[config.mk]
export PLATFORM = sky130hd
export DESIGN_NAME = memory_arbiter
export DESIGN_NICKNAME = d
export VERILOG_FILES = /design/src/rtl/memory_pkg.sv /design/src/rtl/round_robin_picker.sv /design/src/rtl/memory_arbiter.sv
export SDC_FILE = /design/constraint.sdc
export NUM_CORES = 1
export LEC_CHECK = 0
export CAP_MARGIN = 15
export CORE_MARGIN = 2
export CORE_UTILIZATION = 36
export DETAILED_ROUTE_END_ITERATION = 16
export GPL_ROUTABILITY_DRIVEN = 1
export GPL_TIMING_DRIVEN = 0
export PLACE_DENSITY = 0.75
export SYNTH_ARGS = -nofsm -noshare
export SYNTH_HDL_FRONTEND = slang
export SYNTH_SLANG_ARGS = --single-unit
[constraint.sdc]
create_clock -name clock -period 2.2 [get_ports clock]
set_clock_uncertainty 0.1 [all_clocks]
set_input_delay 0.33 -clock clock [delete_from_list [all_inputs] [get_ports clock]]
set_output_delay 0.33 -clock clock [all_outputs]
set_load 0.02 [all_outputs]
[src/rtl/memory_pkg.sv]
// Shared encodings for the L1 caches, the arbiter and the memory controller.
package memory_pkg;

  // Default width of address and data buses.
  localparam int unsigned DefaultDataWidth = 32;

  // Width of the BUSY watchdog counter.
  localparam int unsigned TimeoutCountWidth = 8;

  // Arbiter FSM states.
  typedef enum logic [1:0] {
    StIdle    = 2'd0,
    StBusy    = 2'd1,
    StRespond = 2'd2
  } arb_state_e;

  // Requester identity, also used as the round-robin history bit.
  typedef enum logic {
    OwnerInst = 1'b0,
    OwnerData = 1'b1
  } owner_e;

endpackage

[src/rtl/round_robin_picker.sv]
// Combinational two-input round-robin picker: on a tie the requester that was
// not served last wins.
module round_robin_picker
  import memory_pkg::*;
(
  input  logic inst_request,
  input  logic data_request,
  input  logic last_owner,
  output logic grant_valid,
  output logic grant_owner
);

  // Pick a winner from the live requests and the last-served owner.
  always_comb begin
    grant_valid = inst_request | data_request;
    grant_owner = OwnerInst;
    if (inst_request && data_request) begin
      grant_owner = (last_owner == OwnerInst) ? OwnerData : OwnerInst;
    end else if (data_request) begin
      grant_owner = OwnerData;
    end
  end

endmodule

[src/rtl/memory_arbiter.sv]
// Shares one memory controller between the instruction and data L1 caches.
// One transfer at a time: IDLE arbitrates, BUSY holds the latched transfer
// toward the controller, RESPOND returns a one-cycle ready pulse to the owner.
// A watchdog aborts transfers the controller never completes.
module memory_arbiter
  import memory_pkg::*;
#(
  parameter int unsigned DATA_WIDTH     = DefaultDataWidth,
  parameter int unsigned TIMEOUT_CYCLES = 255
) (
  input  logic                  clock,
  input  logic                  reset_n,
  input  logic                  inst_request,
  input  logic [DATA_WIDTH-1:0] inst_address,
  output logic                  inst_ready,
  output logic [DATA_WIDTH-1:0] inst_data,
  input  logic                  data_request,
  input  logic [DATA_WIDTH-1:0] data_address,
  input  logic                  data_write,
  input  logic [DATA_WIDTH-1:0] data_wdata,
  output logic                  data_ready,
  output logic [DATA_WIDTH-1:0] data_rdata,
  output logic                  mem_request,
  output logic [DATA_WIDTH-1:0] mem_address,
  output logic [DATA_WIDTH-1:0] mem_wdata,
  output logic                  mem_write,
  input  logic [DATA_WIDTH-1:0] mem_rdata,
  input  logic                  mem_ready,
  output logic                  timeout
);

  localparam logic [TimeoutCountWidth-1:0] TimeoutLimit = TIMEOUT_CYCLES[TimeoutCountWidth-1:0];

  arb_state_e                   state_q, state_d;
  owner_e                       owner_q, owner_d;
  owner_e                       last_owner_q, last_owner_d;
  logic [DATA_WIDTH-1:0]        address_q, address_d;
  logic [DATA_WIDTH-1:0]        wdata_q, wdata_d;
  logic                         write_q, write_d;
  logic [DATA_WIDTH-1:0]        rdata_q, rdata_d;
  logic [TimeoutCountWidth-1:0] count_q, count_d;
  logic                         inst_ready_q, inst_ready_d;
  logic                         data_ready_q, data_ready_d;
  logic                         timeout_q, timeout_d;

  logic                         grant_valid;
  logic                         grant_owner;
  logic [TimeoutCountWidth-1:0] count_inc;

  round_robin_picker u_picker (
    .inst_request (inst_request),
    .data_request (data_request),
    .last_owner   (last_owner_q),
    .grant_valid  (grant_valid),
    .grant_owner  (grant_owner)
  );

  assign count_inc = count_q + 1'b1;

  // Next-state logic: arbitration, transfer tracking, watchdog and response.
  always_comb begin
    state_d      = state_q;
    owner_d      = owner_q;
    last_owner_d = last_owner_q;
    address_d    = address_q;
    wdata_d      = wdata_q;
    write_d      = write_q;
    rdata_d      = rdata_q;
    count_d      = count_q;
    inst_ready_d = 1'b0;
    data_ready_d = 1'b0;
    timeout_d    = 1'b0;

    unique case (state_q)
      StIdle: begin
        if (grant_valid) begin
          owner_d = owner_e'(grant_owner);
          if (grant_owner == OwnerData) begin
            address_d = data_address;
            write_d   = data_write;
            wdata_d   = data_wdata;
          end else begin
            // Instruction side is read-only.
            address_d = inst_address;
            write_d   = 1'b0;
            wdata_d   = '0;
          end
          count_d = '0;
          state_d = StBusy;
        end
      end

      StBusy: begin
        // Completion beats the watchdog when both land on the same edge.
        if (mem_ready) begin
          rdata_d      = mem_rdata;
          inst_ready_d = (owner_q == OwnerInst);
          data_ready_d = (owner_q == OwnerData);
          state_d      = StRespond;
        end else if (count_inc == TimeoutLimit) begin
          rdata_d      = '0;
          timeout_d    = 1'b1;
          inst_ready_d = (owner_q == OwnerInst);
          data_ready_d = (owner_q == OwnerData);
          state_d      = StRespond;
        end else begin
          count_d = count_inc;
        end
      end

      StRespond: begin
        last_owner_d = owner_q;
        state_d      = StIdle;
      end

      default: begin
        state_d = StIdle;
      end
    endcase
  end

  // State and datapath registers with asynchronous active-low reset.
  always_ff @(posedge clock or negedge reset_n) begin
    if (!reset_n) begin
      state_q      <= StIdle;
      owner_q      <= OwnerInst;
      last_owner_q <= OwnerInst;
      address_q    <= '0;
      wdata_q      <= '0;
      write_q      <= 1'b0;
      rdata_q      <= '0;
      count_q      <= '0;
      inst_ready_q <= 1'b0;
      data_ready_q <= 1'b0;
      timeout_q    <= 1'b0;
    end else begin
      state_q      <= state_d;
      owner_q      <= owner_d;
      last_owner_q <= last_owner_d;
      address_q    <= address_d;
      wdata_q      <= wdata_d;
      write_q      <= write_d;
      rdata_q      <= rdata_d;
      count_q      <= count_d;
      inst_ready_q <= inst_ready_d;
      data_ready_q <= data_ready_d;
      timeout_q    <= timeout_d;
    end
  end

  // Controller side sees the latched transfer only while BUSY.
  always_comb begin
    mem_request = (state_q == StBusy);
    mem_write   = write_q & (state_q == StBusy);
    mem_address = address_q;
    mem_wdata   = wdata_q;
  end

  // Cache side: registered one-cycle pulses with the latched read data.
  always_comb begin
    inst_ready = inst_ready_q;
    data_ready = data_ready_q;
    timeout    = timeout_q;
    inst_data  = rdata_q;
    data_rdata = rdata_q;
  end

endmodule

==> run_results.csv <==
group,metric,value,unit
run_status,outcome,"complete, but fails checks",
run_status,violations,"hold timing",
setup_path,required,2.34,ns
final_layout,fin_nets,891,
clocking,clock_latency,0.35,ns
grt,grt_pass1_vias,4549,
floorplanning,dieArea,15200,sq um
route,drc,0,
yosys,synth_cells,473,
yosys,yosys.area.top_type,"dfrtp_1",
hold_path,hold_class,"in2async",
timing,tightest_slew,0.866,ns
grt,busiest_layer,"met2",
yosys,synth-async-reset-ratio,100,%
power,p_leak,3.72,nW
clocking,clock-root-buffer,"clkbuf_16",
final_layout,fillers,1169,
grt,track_usage,19.2,%
route,ant_nets,0,
floorplanning,io_pins,267,
timing,worst_slack,0.0491,ns
power,netSwitchingPower,4.85,mW
final_layout,final_area,8410,sq um
timing,slew_headroom,42.3,%
yosys,ys_seq_area_share,54.8,%
clocking,cts_tree,"done",
timing,hold_ws,-0.0235,ns
placement,post-place-ws,-0.599,ns
route,avgViaCountPerCell,4.84,
final_layout,syn2layout_area_growth,64.4,%
yosys,synth_edf_count,0,
yosys,yosysUniqueCellTypes,47,
power,seqPwrFrac,30.6,%
setup_path,rrSetupSlack,0.05,ns
clocking,clk_pin_slew,0.08,ns
timing,final_hold_viol_count,15,
power,power.density,1450,nW/um^2
power,power_frac_comb,55.1,%
setup_path,worstPathMaxFanout,4,
timing,fmax,465,MHz
setup_path,cp-start-kind,"register",
power,p_int,7.36,mW
route,vias,4547,
yosys,syn-num-nets,609,
yosys,ys.flop_type,"dfrtp_1",
final_layout,final_layout_size_suffix_gt1_share,10.3,%
floorplanning,rows,43,
power,peakVddDrop,0.949,mV
clocking,h-tree-depth,3,
setup_path,crit_type,"reg2reg",
clocking,cts_num_sinks,112,
route,wirelength,14800,microns
grt,grt_util_met3,5.03,%
grt,grt_max_degree,66,
timing,setup_viol,0,
route,routedWlPerCell,15.8,microns
route,drt-pass1-iter-count,4,
power,p_clk_share,14.3,%
floorplanning,start_util,36.9,%
yosys,yosys.area.top_type_share,54.8,%
grt,grt_use_met2,33.0,%
setup_path,r2r_end,"count_q[2]",
final_layout,diodes,0,
run,max_cap_violations,0,
yosys,netlist_area,5120,sq um
setup_path,startpoint,"count_q[1]",
setup_path,r2r_start,"count_q[1]",
floorplanning,die_h,123,microns
floorplanning,die_w,123,microns
setup_path,crit_path_end_kind,"register",
grt,use_met1,23.3,%
clocking,cts.path.max_buffers,2,
yosys,ys_ff_latch,112,
final_layout,mostFrequentLayoutCell,"clkdlybuf4s50_1",
timing,fin_crit_sh,97.8,%
placement,hpwl,11400,microns
clocking,cts_buffers,9,
setup_path,arrival,2.29,ns
power,power,12.2,mW
floorplanning,core_area,13900,sq um
grt,overflow,0,
power,swShare,39.7,%
yosys,ys_warn_count,0,
placement,globalplace.congestion,0.794,
grt,antenna_found_initial,0,
yosys,synth.area.top_cells,"dfrtp_1, mux2i_1, a22o_1",
grt,grt_pass1_wl,22700,microns
setup_path,reg2regPathDepth,6,
placement,port_buffers,266,
yosys,avgSynthCellArea,10.8,sq um
timing,fin_crit,2.15,ns
placement,post_dp_cell_area,8030,sq um
timing,slew_viol_final,0,
route,drt-initial-drc-count,206,
final_layout,final_cell_mix,"clkdlybuf4s50_1, dfrtp_1, nand2_1, buf_4",
-- routing by layer --
metal / up-vias / wire [microns] / part of all wire (%)
met5: - / 0 / 0
met4: 0 / 302 / 2.0
met3: 23 / 865 / 5.8
met2: 158 / 7630 / 51
met1: 2164 / 6050 / 41
li1: 2202 / - / -
-- critical path, cell delays in order (launching register included) --
cell      delay (ns)
dfrtp_1         0.40
ha_4            0.17
nand3_2         0.12
or3_4           0.39
a211oi_4        0.37
a21oi_2         0.14
a221o_1         0.35
-- flip-flops by register name (all words and copies together) (netlist names), 2 cells and up --
name / cells
count_q: 8
mem_address: 32
state_q: 2
data_rdata: 32
mem_wdata: 32
-- Yosys cell counts (2+ instances only) --
master / number
nor3b_1: 2
ha_1: 2
a22o_1: 33
buf_4: 33
o211ai_1: 2
and2_1: 4
nand4_1: 3
a22oi_1: 32
buf_6: 3
mux2i_1: 35
buf_2: 4
nand2_1: 40
nand3_1: 4
xnor2_1: 2
nor3_1: 2
clkbuf_1: 23
and3_1: 3
o21ai_1: 32
nand2b_1: 2
xor2_1: 2
dfrtp_1: 112
nor2_1: 5
inv_1: 35
o21ai_0: 35
-- cells by family after synthesis --
group	Yosys count	share of synthesized area, %
AND/OR/NAND/NOR	71	6.65
XOR/XNOR	4	0.685
flip-flops	112	54.8
buffers and inverters	99	10.2
adder cells (fa/ha/maj)	2	0.489
AO/OA/AOI/OAI	149	20.1
multiplexers	36	7.07
-- through the flow --
step | utilization (%) | setup TNS, ns | instances | hold WS, ns
after floorplan | - | 0 | 473 | -0.0656
after global placement | 57.7 | -414.73 | 919 | 0.364
after detailed placement | 57.9 | -34.67 | 920 | 0.370
after CTS | 60.5 | 0 | 939 | 0.00222
after global routing | 60.6 | -0.000532 | 940 | 0.0281
final | 60.6 | 0 | 940 | -0.0235
-- power groups by stage --
stage	combinational, mW	clock [mW]	sequential (mW)
after global placement	6.62	0	3.73
after global routing	7.21	1.90	3.87
after CTS	6.80	1.81	3.75
final	6.72	1.75	3.74
after floorplan	2.52	0	4.70
after detailed placement	6.75	0	3.76
-- layout make-up --
cell class | count | area, sq um | share of cell area, %
sequential | 112 | 2800 | 33.3
clock buffer | 9 | 225 | 2.68
tap | 180 | 225 | 2.68
timing repair buffer | 271 | 2720 | 32.3
clock inverter | 7 | 105 | 1.25
multi-input combinational | 262 | 1810 | 21.5
inverter | 35 | 131 | 1.56
buffer | 64 | 397 | 4.71
-- repair_timing --
action | 4_1_cts | 5_1_grt
setup buffers | 3 | 1
pin swaps | 3 | 3
gates resized for setup | 8 | 4
endpoints found under the setup margin | 101 | 20
hold buffers | 0 | 0
-- worst max-delay path by stage --
stage,end,cells after the start
2_1_floorplan,count_q[2],6
3_3_place_gp,mem_wdata[20],1
3_5_place_dp,count_q[4],6
4_1_cts,mem_request,3
5_1_grt,mem_wdata[1],7
6_report,count_q[2],6
Power figures use the tool's default switching activity.
